<file path="src/rtl/dec_rv_ssc_issue_sched.sv">
// Superscalar issue scheduler: buffers fetched words, forms 1..3 lane bundles
// from the register-conflict checker result, and loads a registered issue stage.
module dec_rv_ssc_issue_sched #(
  parameter int unsigned DEPTH     = 8,
  parameter int unsigned WIDTH_MAX = 3
) (
  input  logic        clock,
  input  logic        reset,
  input  logic        fetchValid,
  input  logic [31:0] fetchWord,
  output logic        fetchReady,
  input  logic        flush,
  input  logic        sscEnable,
  output logic [31:0] chkWordA,
  output logic [31:0] chkWordB,
  output logic [31:0] chkWordC,
  input  logic [3:0]  chkFlag,
  input  logic        issueReady,
  output logic [2:0]  issueValid,
  output logic [31:0] issueWordA,
  output logic [31:0] issueWordB,
  output logic [31:0] issueWordC,
  output logic [15:0] cntMulti
);

  localparam int unsigned PTR_W = $clog2(DEPTH);
  localparam int unsigned CNT_W = PTR_W + 1;

  localparam logic [6:0] OP_BRANCH = 7'b1100011;
  localparam logic [6:0] OP_JAL    = 7'b1101111;
  localparam logic [6:0] OP_JALR   = 7'b1100111;
  localparam logic [6:0] OP_SYSTEM = 7'b1110011;

  logic [31:0]      mem [DEPTH];
  logic [PTR_W-1:0] rd_ptr;
  logic [PTR_W-1:0] wr_ptr;
  logic [CNT_W-1:0] count;

  logic [31:0] word_a, word_b, word_c;
  logic        rv32_a, rv32_b, rv32_c;
  logic        ctrl_a, ctrl_b;
  logic        sys_a, sys_b, sys_c;
  logic [1:0]  avail;
  logic        lane_b, lane_c;
  logic [1:0]  n;
  logic [1:0]  pop;
  logic        push;
  logic        load;

  // Full flag comes from the registered count; forced low while in reset.
  assign fetchReady = reset && (count != CNT_W'(DEPTH));
  assign push       = fetchValid && fetchReady;

  assign word_a = mem[rd_ptr];
  assign word_b = mem[rd_ptr + PTR_W'(1)];
  assign word_c = mem[rd_ptr + PTR_W'(2)];

  // Oldest three entries to the checker, zero when not present.
  assign chkWordA = (count >= CNT_W'(1)) ? word_a : 32'd0;
  assign chkWordB = (count >= CNT_W'(2)) ? word_b : 32'd0;
  assign chkWordC = (count >= CNT_W'(3)) ? word_c : 32'd0;

  assign rv32_a = (word_a[1:0] == 2'b11);
  assign rv32_b = (word_b[1:0] == 2'b11);
  assign rv32_c = (word_c[1:0] == 2'b11);
  assign ctrl_a = (word_a[6:0] == OP_BRANCH) || (word_a[6:0] == OP_JAL) || (word_a[6:0] == OP_JALR);
  assign ctrl_b = (word_b[6:0] == OP_BRANCH) || (word_b[6:0] == OP_JAL) || (word_b[6:0] == OP_JALR);
  assign sys_a  = (word_a[6:0] == OP_SYSTEM);
  assign sys_b  = (word_b[6:0] == OP_SYSTEM);
  assign sys_c  = (word_c[6:0] == OP_SYSTEM);

  // Lanes available from occupancy, lane cap and superscalar enable.
  always_comb begin
    avail = 2'd0;
    if (count >= CNT_W'(3)) avail = 2'd3;
    else                    avail = 2'(count);
    if (avail > 2'(WIDTH_MAX)) avail = 2'(WIDTH_MAX);
    if (!sscEnable && (avail > 2'd1)) avail = 2'd1;
  end

  // Pairing rules: a lane joins only if every earlier lane joined.
  always_comb begin
    lane_b = (avail >= 2'd2) && (chkFlag[1:0] == 2'b00) && rv32_a && rv32_b
             && !ctrl_a && !sys_a && !sys_b;
    lane_c = lane_b && (avail == 2'd3) && (chkFlag[3:2] == 2'b00) && rv32_c
             && !ctrl_b && !sys_c;
    if (lane_c)              n = 2'd3;
    else if (lane_b)         n = 2'd2;
    else if (avail >= 2'd1)  n = 2'd1;
    else                     n = 2'd0;
  end

  assign load = !issueValid[0] || issueReady;
  assign pop  = load ? n : 2'd0;

  // Queue pointers and occupancy; flush clears everything and drops the push.
  always_ff @(posedge clock or negedge reset) begin
    if (!reset) begin
      rd_ptr <= '0;
      wr_ptr <= '0;
      count  <= '0;
    end else if (flush) begin
      rd_ptr <= '0;
      wr_ptr <= '0;
      count  <= '0;
    end else begin
      if (push) wr_ptr <= wr_ptr + PTR_W'(1);
      rd_ptr <= rd_ptr + PTR_W'(pop);
      count  <= count + CNT_W'(push) - CNT_W'(pop);
    end
  end

  // Queue storage; contents are qualified by count so no reset is needed.
  always_ff @(posedge clock) begin
    if (push && !flush) mem[wr_ptr] <= fetchWord;
  end

  // Issue stage load with thermometer valids; unused lanes carry zero.
  always_ff @(posedge clock or negedge reset) begin
    if (!reset) begin
      issueValid <= 3'b000;
      issueWordA <= 32'd0;
      issueWordB <= 32'd0;
      issueWordC <= 32'd0;
      cntMulti   <= 16'd0;
    end else if (flush) begin
      issueValid <= 3'b000;
      issueWordA <= 32'd0;
      issueWordB <= 32'd0;
      issueWordC <= 32'd0;
    end else if (load) begin
      issueValid <= {n == 2'd3, n >= 2'd2, n >= 2'd1};
      issueWordA <= (n >= 2'd1) ? word_a : 32'd0;
      issueWordB <= (n >= 2'd2) ? word_b : 32'd0;
      issueWordC <= (n == 2'd3) ? word_c : 32'd0;
      if (n >= 2'd2) cntMulti <= cntMulti + 16'd1;
    end
  end

endmodule

</file>
<file path="config.mk">
export PLATFORM = sky130hd
export DESIGN_NAME = dec_rv_ssc_issue_sched
export DESIGN_NICKNAME = d
export VERILOG_FILES = /design/src/rtl/dec_rv_ssc_issue_sched.sv
export SDC_FILE = /design/constraint.sdc
export NUM_CORES = 1
export LEC_CHECK = 0
export ABC_AREA = 1
export CAP_MARGIN = 0
export CORE_MARGIN = 5
export CORE_UTILIZATION = 40
export DETAILED_ROUTE_END_ITERATION = 6
export PLACE_DENSITY = 0.66
export SKIP_CTS_REPAIR_TIMING = 1
export SYNTH_ARGS = -nofsm -noshare
export SYNTH_HDL_FRONTEND = slang
export SYNTH_SLANG_ARGS = --single-unit
</file>
<file path="constraint.sdc">
create_clock -name clock -period 7.4 [get_ports clock]
set_input_delay 1.48 -clock clock [delete_from_list [all_inputs] [get_ports clock]]
set_output_delay 1.48 -clock clock [all_outputs]
set_load 0.01 [all_outputs]
</file>
==> flow_metrics.env <==
export IMPL_status="finished, final reports clean"
export IMPL_max_freq_mhz=166.0
export IMPL_place_inst=2893
export IMPL_num_fill_cells=4282
export IMPL_drv_cap=0
export IMPL_vdd_drop_max_uv=224.4
export IMPL_r2r_cells=18
export IMPL_ys_warn_count=0
export IMPL_synth_area_per_cell_um2=8.858
export IMPL_die_x_um=227.8
export IMPL_grt_remaining_overflow=0
export IMPL_power_frac_seq_pct=27.7
export IMPL_portBuffers=253
export IMPL_required_ps=5920
export IMPL_cpMaxStageDelayCell="dfrtp_4"
export IMPL_drtPass1Iterations=6
export IMPL_cts_buffers=42
export IMPL_cp_depth=8
export IMPL_critical_path_buf_inv_count=3
export IMPL_cts_buffer_depth=3
export IMPL_slew_limit_headroom_pct=16.92
export IMPL_synthesis_area_um2=18980
export IMPL_finalClockSkew_ps=16.66
export IMPL_num_io_pins=254
export IMPL_grt_pass1_vias=15323
export IMPL_min_path_type="reg2reg"
export IMPL_cts_sinks=381
export IMPL_finalSetupTns_ps=0
export IMPL_crit_path_cell_trace="ha_1, clkinv_2, buf_4, a21oi_1, o21ai_0, a31oi_1, nor2_1, clkdlybuf4s50_1"
export IMPL_fp_dieH_um=227.8
export IMPL_area_delta_synth_final_pct=23.14
export IMPL_critical_path_endpoint_type="primary output"
export IMPL_post_route_period_util_pct=81.41
export IMPL_insertion_delay_ps=580
export IMPL_criticalPathCategory="reg2out"
export IMPL_place_ws_ps=2019
export IMPL_slowest_delay_ps=1000
export IMPL_drc=0
export IMPL_drt_iter0_drc=1678
export IMPL_wl_per_cell_um=20.40
export IMPL_hold_depth=2
export IMPL_finalPower_mw=9.113
export IMPL_drv_slew=0
export IMPL_final_nets=2386
export IMPL_layoutNonFillerInstCount=2975
export IMPL_via_count=16169
export IMPL_setup_ws_ps=1376
export IMPL_fp_row_count=79
export IMPL_initial_core_util_pct=40.60
export IMPL_combinationalPowerShare_pct=49.7
export IMPL_core_area_um2=46750
export IMPL_start_kind="flop"
export IMPL_layout_common_cells="nand2_1, edfxtp_1, clkdlybuf4s50_1, o21ai_0, nor2_1"
export IMPL_setup_violations=0
export IMPL_synth_nets=2199
export IMPL_ys_types=38
export IMPL_power_frac_clock_pct=22.7
export IMPL_crit_family="buffers and inverters"
export IMPL_drive_above_1_share_pct=4.951
export IMPL_place_gp_congestion=0.8583
export IMPL_die_area_um2=51910
export IMPL_p_leak_nw=9.550
export IMPL_period_needed_ps=6024
export IMPL_cts_clk_slew_worst_paths_ps=60
export IMPL_arrival_ps=4540
export IMPL_worstMarginPinSlew_ps=1245
export IMPL_power_density_nw_per_um2=389.8
export IMPL_p_sw_share_pct=41.69
export IMPL_grt_pass1_wl_um=92160
export IMPL_htreeDepth=2
export IMPL_crit_path_max_fanout=99
export IMPL_whs_ps=483.4
export IMPL_rsz0062_at_grt="false"
export IMPL_avgViaCountPerCell=5.435
export IMPL_root_buffer="clkbuf_16"
export IMPL_postRouteAntennaNets=0
export IMPL_synth_seq_area_share_pct=56.98
export IMPL_dp_hpwl_um=39170
export IMPL_gr_usage_all_layers_pct=22.54
export IMPL_cts_tree="yes"
export IMPL_layout_commonest_cell="nand2_1"
export IMPL_finalHoldViolations=0
export IMPL_antenna_found_initial=9
export IMPL_p_sw_mw=3.799
export IMPL_intPower_mw=5.313
export IMPL_syn_inst=2143
export IMPL_yosys_register_bits=381
export IMPL_wl_um=60690
export IMPL_grt_max_degree=210
power groups by stage:
stage	Clock (mW)	Combinational (mW)	Sequential [mW]
after detailed placement	0	4.48	2.56
after floorplan	0	2.42	2.53
final	2.06	4.52	2.52
after CTS	2.10	4.51	2.52
after global placement	0	4.43	2.56
after global routing	2.19	4.89	2.54
per-layer routing:
| layer | vias to the layer above | track usage (%) | share of wire (%) |
|---|---|---|---|
| li1 | 7608 | - | - |
| met3 | 135 | 4.484 | 9.1 |
| met5 | - | 0 | 0.043 |
| met1 | 7664 | 31.60 | 43 |
| met4 | 4 | 8.226 | 3.4 |
| met2 | 758 | 35.09 | 44 |
cell type report:
| type | count | area, µm² | area share (%) |
|---|---|---|---|
| Inverter | 166 | 625.6 | 2.676 |
| Clock inverter | 19 | 183.9 | 0.7869 |
| Tap cell | 607 | 759.5 | 3.249 |
| Sequential cell | 381 | 10820 | 46.29 |
| Clock buffer | 58 | 1172 | 5.016 |
| Antenna cell | 5 | 12.51 | 0.05353 |
| Timing Repair Buffer | 278 | 2746 | 11.75 |
| Multi-Input combinational cell | 1461 | 7056 | 30.18 |
flip-flops by register name (all words and copies together), names as in the netlist:
name        count
count           4
mem           256
issueWordB     32
issueWordC     32
cntMulti       16
issueWordA     32
rd_ptr          3
wr_ptr          3
issueValid      3
cell families (layout without fill, tap and decap cells):
group / count (synthesis) / count (layout) / share of synthesized area [%]
muxes: 24 / 24 / 1.266
and+or+nand+nor: 991 / 991 / 21.06
buffers and inverters: 301 / 521 / 6.572
xor gates and xnor gates: 17 / 17 / 0.8636
other: 0 / 5 / 0
DFF: 381 / 381 / 56.98
AOI/OAI and AO/OA: 415 / 415 / 12.26
adders and majority gates: 14 / 14 / 1.002
cells in the mapped netlist:
| library cell | instances | area, µm² |
|---|---|---|
| inv_1 | 161 | 604.3 |
| nor2_1 | 175 | 656.9 |
| nand2_2 | 2 | 12.51 |
| nor4_1 | 3 | 18.77 |
| a21boi_0 | 1 | 7.510 |
| nand2_1 | 655 | 2459 |
| dfrtp_1 | 125 | 3128 |
| nor2_4 | 3 | 33.78 |
| nand3_1 | 85 | 425.4 |
| xor2_1 | 7 | 61.31 |
| a221oi_1 | 25 | 219.0 |
| o211ai_1 | 1 | 7.510 |
| a21o_1 | 1 | 7.510 |
| edfxtp_1 | 256 | 7687 |
| a31oi_1 | 26 | 162.7 |
| xnor2_2 | 1 | 16.27 |
| buf_6 | 3 | 33.78 |
| nand4_1 | 38 | 237.7 |
| ha_1 | 12 | 150.1 |
| o22ai_1 | 4 | 25.02 |
| a22o_1 | 4 | 35.03 |
| nor2_2 | 3 | 18.77 |
| xor2_2 | 1 | 16.27 |
| o21ai_1 | 46 | 230.2 |
| nor3_1 | 27 | 135.1 |
| buf_2 | 32 | 160.2 |
| xnor2_1 | 8 | 70.07 |
| o21ai_0 | 222 | 1111 |
| clkbuf_1 | 80 | 300.3 |
| inv_2 | 5 | 18.77 |
| mux2i_1 | 24 | 240.2 |
| a211o_1 | 24 | 210.2 |
| buf_1 | 4 | 15.01 |
| fa_1 | 2 | 40.04 |
| a2111o_1 | 1 | 11.26 |
| clkbuf_2 | 2 | 10.01 |
| buf_4 | 14 | 105.1 |
| a21oi_1 | 60 | 300.3 |
metrics by stage:
stage,area [µm²],utilization [%]
finish,23370,50.00
global route,23370,49.99
CTS,23360,49.97
detailed placement,22010,47.07
global placement,22010,47.07
floorplan,18980,-
worst reg2reg max path: cells and delay by family, from the launching register on:
family | cells | cell delay [ps]
flops | 1 | 1000
xor+xnor | 1 | 160
fa+ha+maj | 4 | 1590
simple gates | 9 | 1370
buf+inv | 3 | 880
compound gates | 1 | 250
final timing paths:
check	to	slack, ps	start
worst max-delay path	chkWordB[7]	1380	rd_ptr[0]
worst min-delay path	issueWordA[23]	480	issueWordA[23]
worst max register to register	count[2]	2000	rd_ptr[0]
worst min register to register	issueWordA[23]	480	issueWordA[23]
max in group asynchronous	rd_ptr[0]	5390	reset
min in group asynchronous	issueWordA[22]	800	reset
No activity file was read; power rests on OpenSTA's default activity.
